`config.mk`:
```
export PLATFORM = sky130hd
export DESIGN_NAME = barrel_hit_detector
export DESIGN_NICKNAME = d
export VERILOG_FILES = /design/src/rtl/barrel_pkg.sv /design/src/rtl/box_overlap.sv /design/src/rtl/barrel_hit_detector.sv
export SDC_FILE = /design/constraint.sdc
export NUM_CORES = 1
export LEC_CHECK = 0
export CAP_MARGIN = 20
export CORE_ASPECT_RATIO = 0.9
export CORE_UTILIZATION = 57
export CTS_CLUSTER_DIAMETER = 60
export DETAILED_ROUTE_END_ITERATION = 8
export GPL_TIMING_DRIVEN = 0
export HOLD_SLACK_MARGIN = 0.02
export PLACE_DENSITY_LB_ADDON = 0.15
export SETUP_SLACK_MARGIN = 0.05
export SLEW_MARGIN = 25
export SYNTH_ARGS = -nofsm -noshare
export SYNTH_HDL_FRONTEND = slang
export SYNTH_SLANG_ARGS = --single-unit
```
`constraint.sdc`:
```
create_clock -name clk -period 6.5 [get_ports clk]
set_clock_uncertainty 0.05 [all_clocks]
set_input_delay 1.95 -clock clk [delete_from_list [all_inputs] [get_ports clk]]
set_output_delay 1.95 -clock clk [all_outputs]
set_load 0.02 [all_outputs]
```
`src/rtl/barrel_pkg.sv`:
```
// rtl/barrel_pkg.sv - shared types and default geometry for the barrel hit detector
package barrel_pkg;

    localparam int NUM_BARRELS  = 10;
    localparam int DONKEY_W     = 64;
    localparam int DONKEY_H     = 64;
    localparam int BARREL_W     = 32;
    localparam int BARREL_H     = 32;
    localparam int GRACE_CYCLES = 65_000_000;

    typedef logic [10:0] pos_t;
    typedef pos_t [NUM_BARRELS-1:0] barrel_pos_t;

    typedef enum logic [1:0] {
        DISABLED,
        ARMED,
        GRACE
    } hit_state_t;

endpackage

```
`src/rtl/box_overlap.sv`:
```
// rtl/box_overlap.sv - combinational strict-overlap test of two axis-aligned boxes
// Ports:
//   a_x, a_y  top-left of box A (size A_W x A_H)
//   b_x, b_y  top-left of box B (size B_W x B_H)
//   overlap   high when the boxes share interior area (touching edges do not count)
module box_overlap
    import barrel_pkg::*;
#(
    parameter int A_W = 64,
    parameter int A_H = 64,
    parameter int B_W = 32,
    parameter int B_H = 32
) (
    input  pos_t a_x,
    input  pos_t a_y,
    input  pos_t b_x,
    input  pos_t b_y,
    output logic overlap
);

    // One extra bit so position + size can never wrap.
    logic [11:0] ax;
    logic [11:0] ay;
    logic [11:0] bx;
    logic [11:0] by;

    always_comb begin
        ax = {1'b0, a_x};
        ay = {1'b0, a_y};
        bx = {1'b0, b_x};
        by = {1'b0, b_y};
        overlap = (ax < (bx + 12'(B_W))) && (bx < (ax + 12'(A_W))) &&
                  (ay < (by + 12'(B_H))) && (by < (ay + 12'(A_H)));
    end

endmodule

```
`src/rtl/barrel_hit_detector.sv`:
```
// rtl/barrel_hit_detector.sv - per-barrel overlap-entry pulses with optional post-hit grace (BARREL_HIT_GRACE_EN)
// Ports:
//   clk, rst             game clock, synchronous active-high reset
//   game_en              low freezes and clears detection
//   xpos/ypos_donkey     donkey top-left
//   xpos/ypos_barrel     barrel top-left per slot
//   barrel_active        slot is on screen
//   hit                  one-cycle pulse per newly overlapping barrel
//   grace_active         high while new hits are suppressed
module barrel_hit_detector
    import barrel_pkg::*;
#(
    parameter int NUM_BARRELS  = barrel_pkg::NUM_BARRELS,
    parameter int DONKEY_W     = barrel_pkg::DONKEY_W,
    parameter int DONKEY_H     = barrel_pkg::DONKEY_H,
    parameter int BARREL_W     = barrel_pkg::BARREL_W,
    parameter int BARREL_H     = barrel_pkg::BARREL_H,
    parameter int GRACE_CYCLES = barrel_pkg::GRACE_CYCLES
) (
    input  logic                   clk,
    input  logic                   rst,
    input  logic                   game_en,
    input  pos_t                   xpos_donkey,
    input  pos_t                   ypos_donkey,
    input  pos_t [NUM_BARRELS-1:0] xpos_barrel,
    input  pos_t [NUM_BARRELS-1:0] ypos_barrel,
    input  logic [NUM_BARRELS-1:0] barrel_active,
    output logic [NUM_BARRELS-1:0] hit,
    output logic                   grace_active
);

    logic [NUM_BARRELS-1:0] ovl_raw;
    logic [NUM_BARRELS-1:0] ovl;

    for (genvar gi = 0; gi < NUM_BARRELS; gi++) begin : g_box
        box_overlap #(
            .A_W (DONKEY_W),
            .A_H (DONKEY_H),
            .B_W (BARREL_W),
            .B_H (BARREL_H)
        ) u_box (
            .a_x     (xpos_donkey),
            .a_y     (ypos_donkey),
            .b_x     (xpos_barrel[gi]),
            .b_y     (ypos_barrel[gi]),
            .overlap (ovl_raw[gi])
        );
    end

    // An inactive slot never overlaps, so dropping it clears history silently
    // and re-activating it while overlapping reads as a fresh entry.
    assign ovl = ovl_raw & barrel_active;

    hit_state_t             state_q, state_d;
    logic [NUM_BARRELS-1:0] ovl_q, ovl_d;
    logic [NUM_BARRELS-1:0] ovl_prev_q, ovl_prev_d;
    logic [NUM_BARRELS-1:0] hit_q, hit_d;
    logic [NUM_BARRELS-1:0] rise;

    assign rise = ovl_q & ~ovl_prev_q;

`ifdef BARREL_HIT_GRACE_EN
    localparam int CNT_W = $clog2(GRACE_CYCLES + 1);

    logic [CNT_W-1:0] cnt_q, cnt_d;
    logic             grace_q, grace_d;
`else
    // Grace length is meaningless without the grace window.
    localparam int unused_grace_cycles = GRACE_CYCLES;
`endif

    always_comb begin
        state_d    = state_q;
        ovl_d      = ovl;
        ovl_prev_d = ovl_q;
        hit_d      = '0;
`ifdef BARREL_HIT_GRACE_EN
        cnt_d      = cnt_q;
        grace_d    = 1'b0;
`endif
        if (!game_en) begin
            state_d    = DISABLED;
            ovl_d      = '0;
            ovl_prev_d = '0;
`ifdef BARREL_HIT_GRACE_EN
            cnt_d      = '0;
`endif
        end else begin
            case (state_q)
                DISABLED: begin
                    // History stays clear for the enabling edge, so a barrel
                    // already overlapping at enable is seen as an entry.
                    state_d    = ARMED;
                    ovl_d      = '0;
                    ovl_prev_d = '0;
                end
                ARMED: begin
                    hit_d = rise;
`ifdef BARREL_HIT_GRACE_EN
                    if (|rise) begin
                        cnt_d   = CNT_W'(GRACE_CYCLES - 1);
                        grace_d = 1'b1;
                        state_d = GRACE;
                    end
`endif
                end
`ifdef BARREL_HIT_GRACE_EN
                GRACE: begin
                    // History keeps tracking, so entries made during grace
                    // never produce a late hit.
                    if (cnt_q == '0) begin
                        state_d = ARMED;
                    end else begin
                        cnt_d   = cnt_q - CNT_W'(1);
                        grace_d = 1'b1;
                    end
                end
`endif
                default: state_d = DISABLED;
            endcase
        end
    end

    always_ff @(posedge clk) begin
        if (rst) begin
            state_q    <= DISABLED;
            ovl_q      <= '0;
            ovl_prev_q <= '0;
            hit_q      <= '0;
`ifdef BARREL_HIT_GRACE_EN
            cnt_q      <= '0;
            grace_q    <= 1'b0;
`endif
        end else begin
            state_q    <= state_d;
            ovl_q      <= ovl_d;
            ovl_prev_q <= ovl_prev_d;
            hit_q      <= hit_d;
`ifdef BARREL_HIT_GRACE_EN
            cnt_q      <= cnt_d;
            grace_q    <= grace_d;
`endif
        end
    end

    assign hit = hit_q;

`ifdef BARREL_HIT_GRACE_EN
    assign grace_active = grace_q;
`else
    assign grace_active = 1'b0;
`endif

endmodule

```
# Yosys cells after proc, flatten, opt, wreduce, memory -nomap -nowiden
# Cells that the tools add are included.
[totals]
wordCells = 107
output_inout_bits = 11
register_bits = 32
[classes]
muxes = 1
bitwise = 5
n_addsub = 22
magnitude_cmp = 40
reduce_logical = 34
n_eq_ne = 1
[op_table]
columns = ["op", "n"]
rows = [
  ["11-bit by 12-bit < comparator with 1-bit output", 40],
  ["11-bit by 6-bit adder with 12-bit output, second input constant", 20],
  ["1-bit logical AND", 30],
  ["11-bit by 7-bit adder with 12-bit output, second input constant", 2],
  ["10-bit bitwise AND", 2],
  ["10-bit NOT", 1],
  ["3-bit OR reduction", 2],
  ["2-bit one-hot mux with 2 select lines", 1],
  ["2-bit by 1-bit == test with 1-bit output, second input constant", 1],
  ["2-bit zero test", 1],
  ["1-bit NOT", 2],
  ["2-bit OR reduction", 1],
]

# Longest topological paths before layout
[depth]
ltp_word = 6
ltp_mapped = 10
depth_no_buf = 10

# Modules after synthesis
# From an unflattened synthesis, not the netlist that was laid out.
[unflattened]
hier_cells = 1670
hier_area_um2 = 13385.3
[by_module_without_submodules]
columns = ["mod", "area_each_um2", "cells_each", "instances", "seq_area_each_um2"]
rows = [
  ["box_overlap at g_box[0].u_box ...", 1247.4, 160, 6, 0.0],
  ["box_overlap at g_box[3].u_box ...", 1255.0, 159, 2, 0.0],
  ["box_overlap at g_box[9].u_box", 1255.0, 160, 1, 0.0],
  ["box_overlap at g_box[2].u_box", 1223.7, 162, 1, 0.0],
  ["barrel_hit_detector", 912.1, 70, 1, 620.6],
]

# Least setup slack after synthesis
# No wires, ideal clock.
[synth_timing]
path_type = "input to register"
from = "input port ypos_donkey[6]"
to = "register ovl_q[7]"
required_time_ps = 6362
path_buffers = 0
setup_slack_ps = 2264
setup_ps = 88
arrival_time_ps = 4098
cell_stages = 9
path_cell_list = "ha_1 -> nand3_1 -> xor2_1 -> ha_1 -> o211ai_1 -> nor4_2 -> a2111oi_2 -> o311ai_1 -> nor4_2"
[synth_via]
elab_chain_cells = 4
[synth_rtl]
columns = ["element", "line", "source"]
rows = [
  ["start, declared", "barrel_hit_detector.sv:24", "input pos_t ypos_donkey,"],
  ["11-bit by 7-bit adder with 12-bit output or 11-bit by 12-bit < comparator with 1-bit output (tied branches)", "box_overlap.sv:33", "(ay < (by + 12'(B_H))) && (by < (ay + 12'(A_H)));"],
  ["11-bit by 12-bit < comparator with 1-bit output or 1-bit logical AND (tied branches)", "box_overlap.sv:33, box_overlap.sv:32", ""],
  ["1-bit logical AND *", "box_overlap.sv:33", ""],
  ["10-bit bitwise AND *", "barrel_hit_detector.sv:52", "assign ovl = ovl_raw & barrel_active;"],
  ["end signal, assigned", "barrel_hit_detector.sv:136", "ovl_q <= ovl_d;"],
  ["end, declared", "barrel_hit_detector.sv:55", "logic [NUM_BARRELS-1:0] ovl_q, ovl_d;"],
]
# Mark *: on every way between the ends. The rest lies on a longest branch, timed or not.
# A chain may end at the register's enable or synchronous reset.

# Worst setup path in the final report
[layout_timing]
from = "input port ypos_donkey[8]"
to = "register ovl_q[0]"
# Same word-level chain as after synthesis.

==> impl_metrics.env <==
export IMPL_cts_buffer_depth=2
export IMPL_yosysTopAreaCellShare_pct=45.14
export IMPL_synthToLayoutAreaGrowth_pct=27.38
export IMPL_wl_per_cell_um=18.38
export IMPL_layout_min_cycle_time_ns=5.617
export IMPL_fmax_mhz=178.0
export IMPL_irDropWorstVdd_mv=0.07823
export IMPL_synth_compound_area_share_pct=21.93
export IMPL_avgViaCountPerCell=6.210
export IMPL_dieWidth_um=151.2
export IMPL_critPathCaptureType="register"
export IMPL_top_layer="met4"
export IMPL_dieArea_mm2=0.02061
export IMPL_num_rows=48
export IMPL_ctsResizeCount=0
export IMPL_yosys_cell_types_count=64
export IMPL_firstDrtPassIters=7
export IMPL_port_buffers=264
export IMPL_top_level_ports=266
export IMPL_fin_util_pct=74.99
export IMPL_initial_core_util_pct=58.87
export IMPL_relSlewSlack_pct=37.98
export IMPL_syn_area_mm2=0.01142
export IMPL_synthCells=1394
export IMPL_h_tree_depth=2
export IMPL_cts_tree="yes"
export IMPL_async_flop_share_pct=0
export IMPL_synth_area_leaders="ha_1 (45%), dfxtp_1 (5.4%), a21oi_1 (5.4%)"
export IMPL_met1_length_mm=15.11
export IMPL_grt_pass1_wl_mm=54.69
export IMPL_slew_viol_final=0
export IMPL_grt_max_degree=24
export IMPL_die_h_um=136.3
export IMPL_coreArea_mm2=0.01940
export IMPL_synth_top_family_by_area="adder cells"
export IMPL_fillerInstances=1562
export IMPL_status="complete, no violations"
export IMPL_drive_gt1_share_pct=1.562
export IMPL_power_w=0.001365
export IMPL_synthMuxAreaShare_pct=0
export IMPL_synth_seq_cells=31
export IMPL_critPathMaxFanout=13
export IMPL_antenna_cells=0
export IMPL_synth_xor_area_share_pct=6.596
export IMPL_route_met3_wl_mm=2.283
export IMPL_synth_seq_area_share_pct=5.434
export IMPL_syn_area_per_cell_um2=8.192
export IMPL_wl_mm=35.19
export IMPL_hold_path_class="register to register"
export IMPL_clkLatencyLatePin_ns=0.28
export IMPL_rsz0062_at_grt="no"
export IMPL_nNetsFinal=2332
export IMPL_required_ns=6.64
export IMPL_power_density_mw_per_mm2=93.81
export IMPL_yosysWarnings=0
export IMPL_place_gp_congestion=0.9547
export IMPL_yosys_area_top_type="ha_1"
export IMPL_timing_final_crit_share_pct=86.41
export IMPL_finalSetupViolCount=0
export IMPL_synth_edf_count=0
export IMPL_cts_inserted_buffers=5
export IMPL_postCtsHoldBufs=0
export IMPL_cp_data_arrival_time_ns=5.76
export IMPL_antenna_found_initial=0
export IMPL_synthSimpleGateAreaFrac_pct=15.94
export IMPL_overflow=0
export IMPL_routed_wl_met2_mm=16.67
export IMPL_grt_total_usage_pct=33.52
export IMPL_leakagePower_nw=7.134
export IMPL_dp_hpwl_mm=29.47
export IMPL_clk_pin_slew_ns=0.05
export IMPL_rrSetupSlack_ns=4.25
export IMPL_synthFlopType="dfxtp_1"
export IMPL_grt_pass1_vias=11650
export IMPL_tightest_slew_ns=0.9258
export IMPL_drc=0
export IMPL_vias=11890
export IMPL_cap_viol_max_count=0
export IMPL_drt_initial_drc_count=623
export IMPL_cp_start_kind="input pin"
export IMPL_hold_viol=0
export IMPL_clock_sinks=31
export IMPL_antenna_left=0
export IMPL_yosys_area_share_adder_pct=45.23
export IMPL_postCtsSetupBuffers=0
export IMPL_tns_ns=0
export IMPL_worstSetupPathType="input pin to register"
export IMPL_syn_num_nets=2061
export IMPL_clockRootBuffer="clkbuf_16"
stage by stage:
stage	setup WS, ns	std cells	hold WS, ns	instance area [um2]
after floorplan	2.264	1394	0.3174	11420
after global placement	0.2234	1908	0.3203	14380
after detailed placement	0.6770	1908	0.3233	14400
after CTS	0.9463	1915	0.3297	14540
after global routing	0.7429	1915	0.3395	14550
final	0.8832	1915	0.3295	14550
layout by cell type, fill, tap and decap left out, types with 24 or more instances in the layout:
cell type and instances:
nor2_1 34, xnor2_1 27, ha_1 412, and3_1 37, nand3_1 102, xor2_1 54
dfxtp_1 31, a211oi_1 24, nor2b_1 28, clkdlybuf4s50_1 262, inv_1 131, nand2_1 64
o21ai_0 52, a21oi_1 123, a21o_1 48
area by class of cell:
| class | instances | area (um2) | share of cell area, % |
|---|---|---|---|
| plain buffers | 11 | 56.30 | 0.3871 |
| clock buffers | 6 | 138.9 | 0.9548 |
| clock inverters | 1 | 5.005 | 0.03441 |
| inverters | 132 | 495.5 | 3.406 |
| multi-input cells | 1220 | 10280 | 70.70 |
| flip-flops and latches | 31 | 620.6 | 4.266 |
| well taps | 250 | 312.8 | 2.150 |
| repair buffers | 264 | 2633 | 18.10 |
path summary, 6_finish.rpt:
| kind | from | endpoint | cells past startpoint |
|---|---|---|---|
| worst max-delay path | ypos_donkey[8] | ovl_q[0] | 10 |
| worst min-delay path | ovl_prev_q[2] | hit[2] | 1 |
| worst max register to register | state_q[0] | ovl_q[1] | 6 |
| worst min register to register | ovl_prev_q[2] | hit[2] | 1 |
report_power, final:
group / leakage [nW] / switching, W / internal [W] / total [W]
combinational: 6.81 / 0.000495 / 0.000445 / 0.000940
clock: 0.0727 / 0.0000840 / 0.000149 / 0.000233
sequential: 0.250 / 0.000000148 / 0.000191 / 0.000191
state kept, by name, summed over array words and instances (netlist names):
register and cells:
hit 10, state_q 1, ovl_prev_q 10, ovl_q 10
logic make-up after synthesis:
| kind of cell | Yosys count |
|---|---|
| compound gates | 379 |
| simple gates | 341 |
| flops | 31 |
| other cells | 1 |
| xor+xnor | 86 |
| fa+ha+maj | 413 |
| buf+inv | 143 |
synthesized netlist by cell type (28+ instances only):
cell / count
nand2_1: 64
a21oi_1: 123
nand3_1: 102
nor2b_1: 28
xor2_1: 56
dfxtp_1: 31
and3_1: 37
a21o_1: 48
ha_1: 412
o21ai_0: 52
nor2_1: 34
inv_1: 131
xnor2_1: 30
per-layer routing:
| metal | global-route usage [%] | vias up |
|---|---|---|
| li1 | - | 5761 |
| met1 | 41.74 | 5606 |
| met2 | 59.28 | 433 |
| met3 | 3.389 | 93 |
| met4 | 11.83 | 0 |
| met5 | 0 | - |
worst max-delay path, cell delays in order:
cell             delay (ns)
clkdlybuf4s50_1        0.86
and3_2                 0.46
xnor2_2                0.62
ha_1                   0.41
nand4_1                0.14
o22ai_1                0.11
a2111oi_0              0.56
o31a_1                 0.24
o221ai_1               0.14
a211oi_1               0.25
Power figures use the tool's default switching activity.
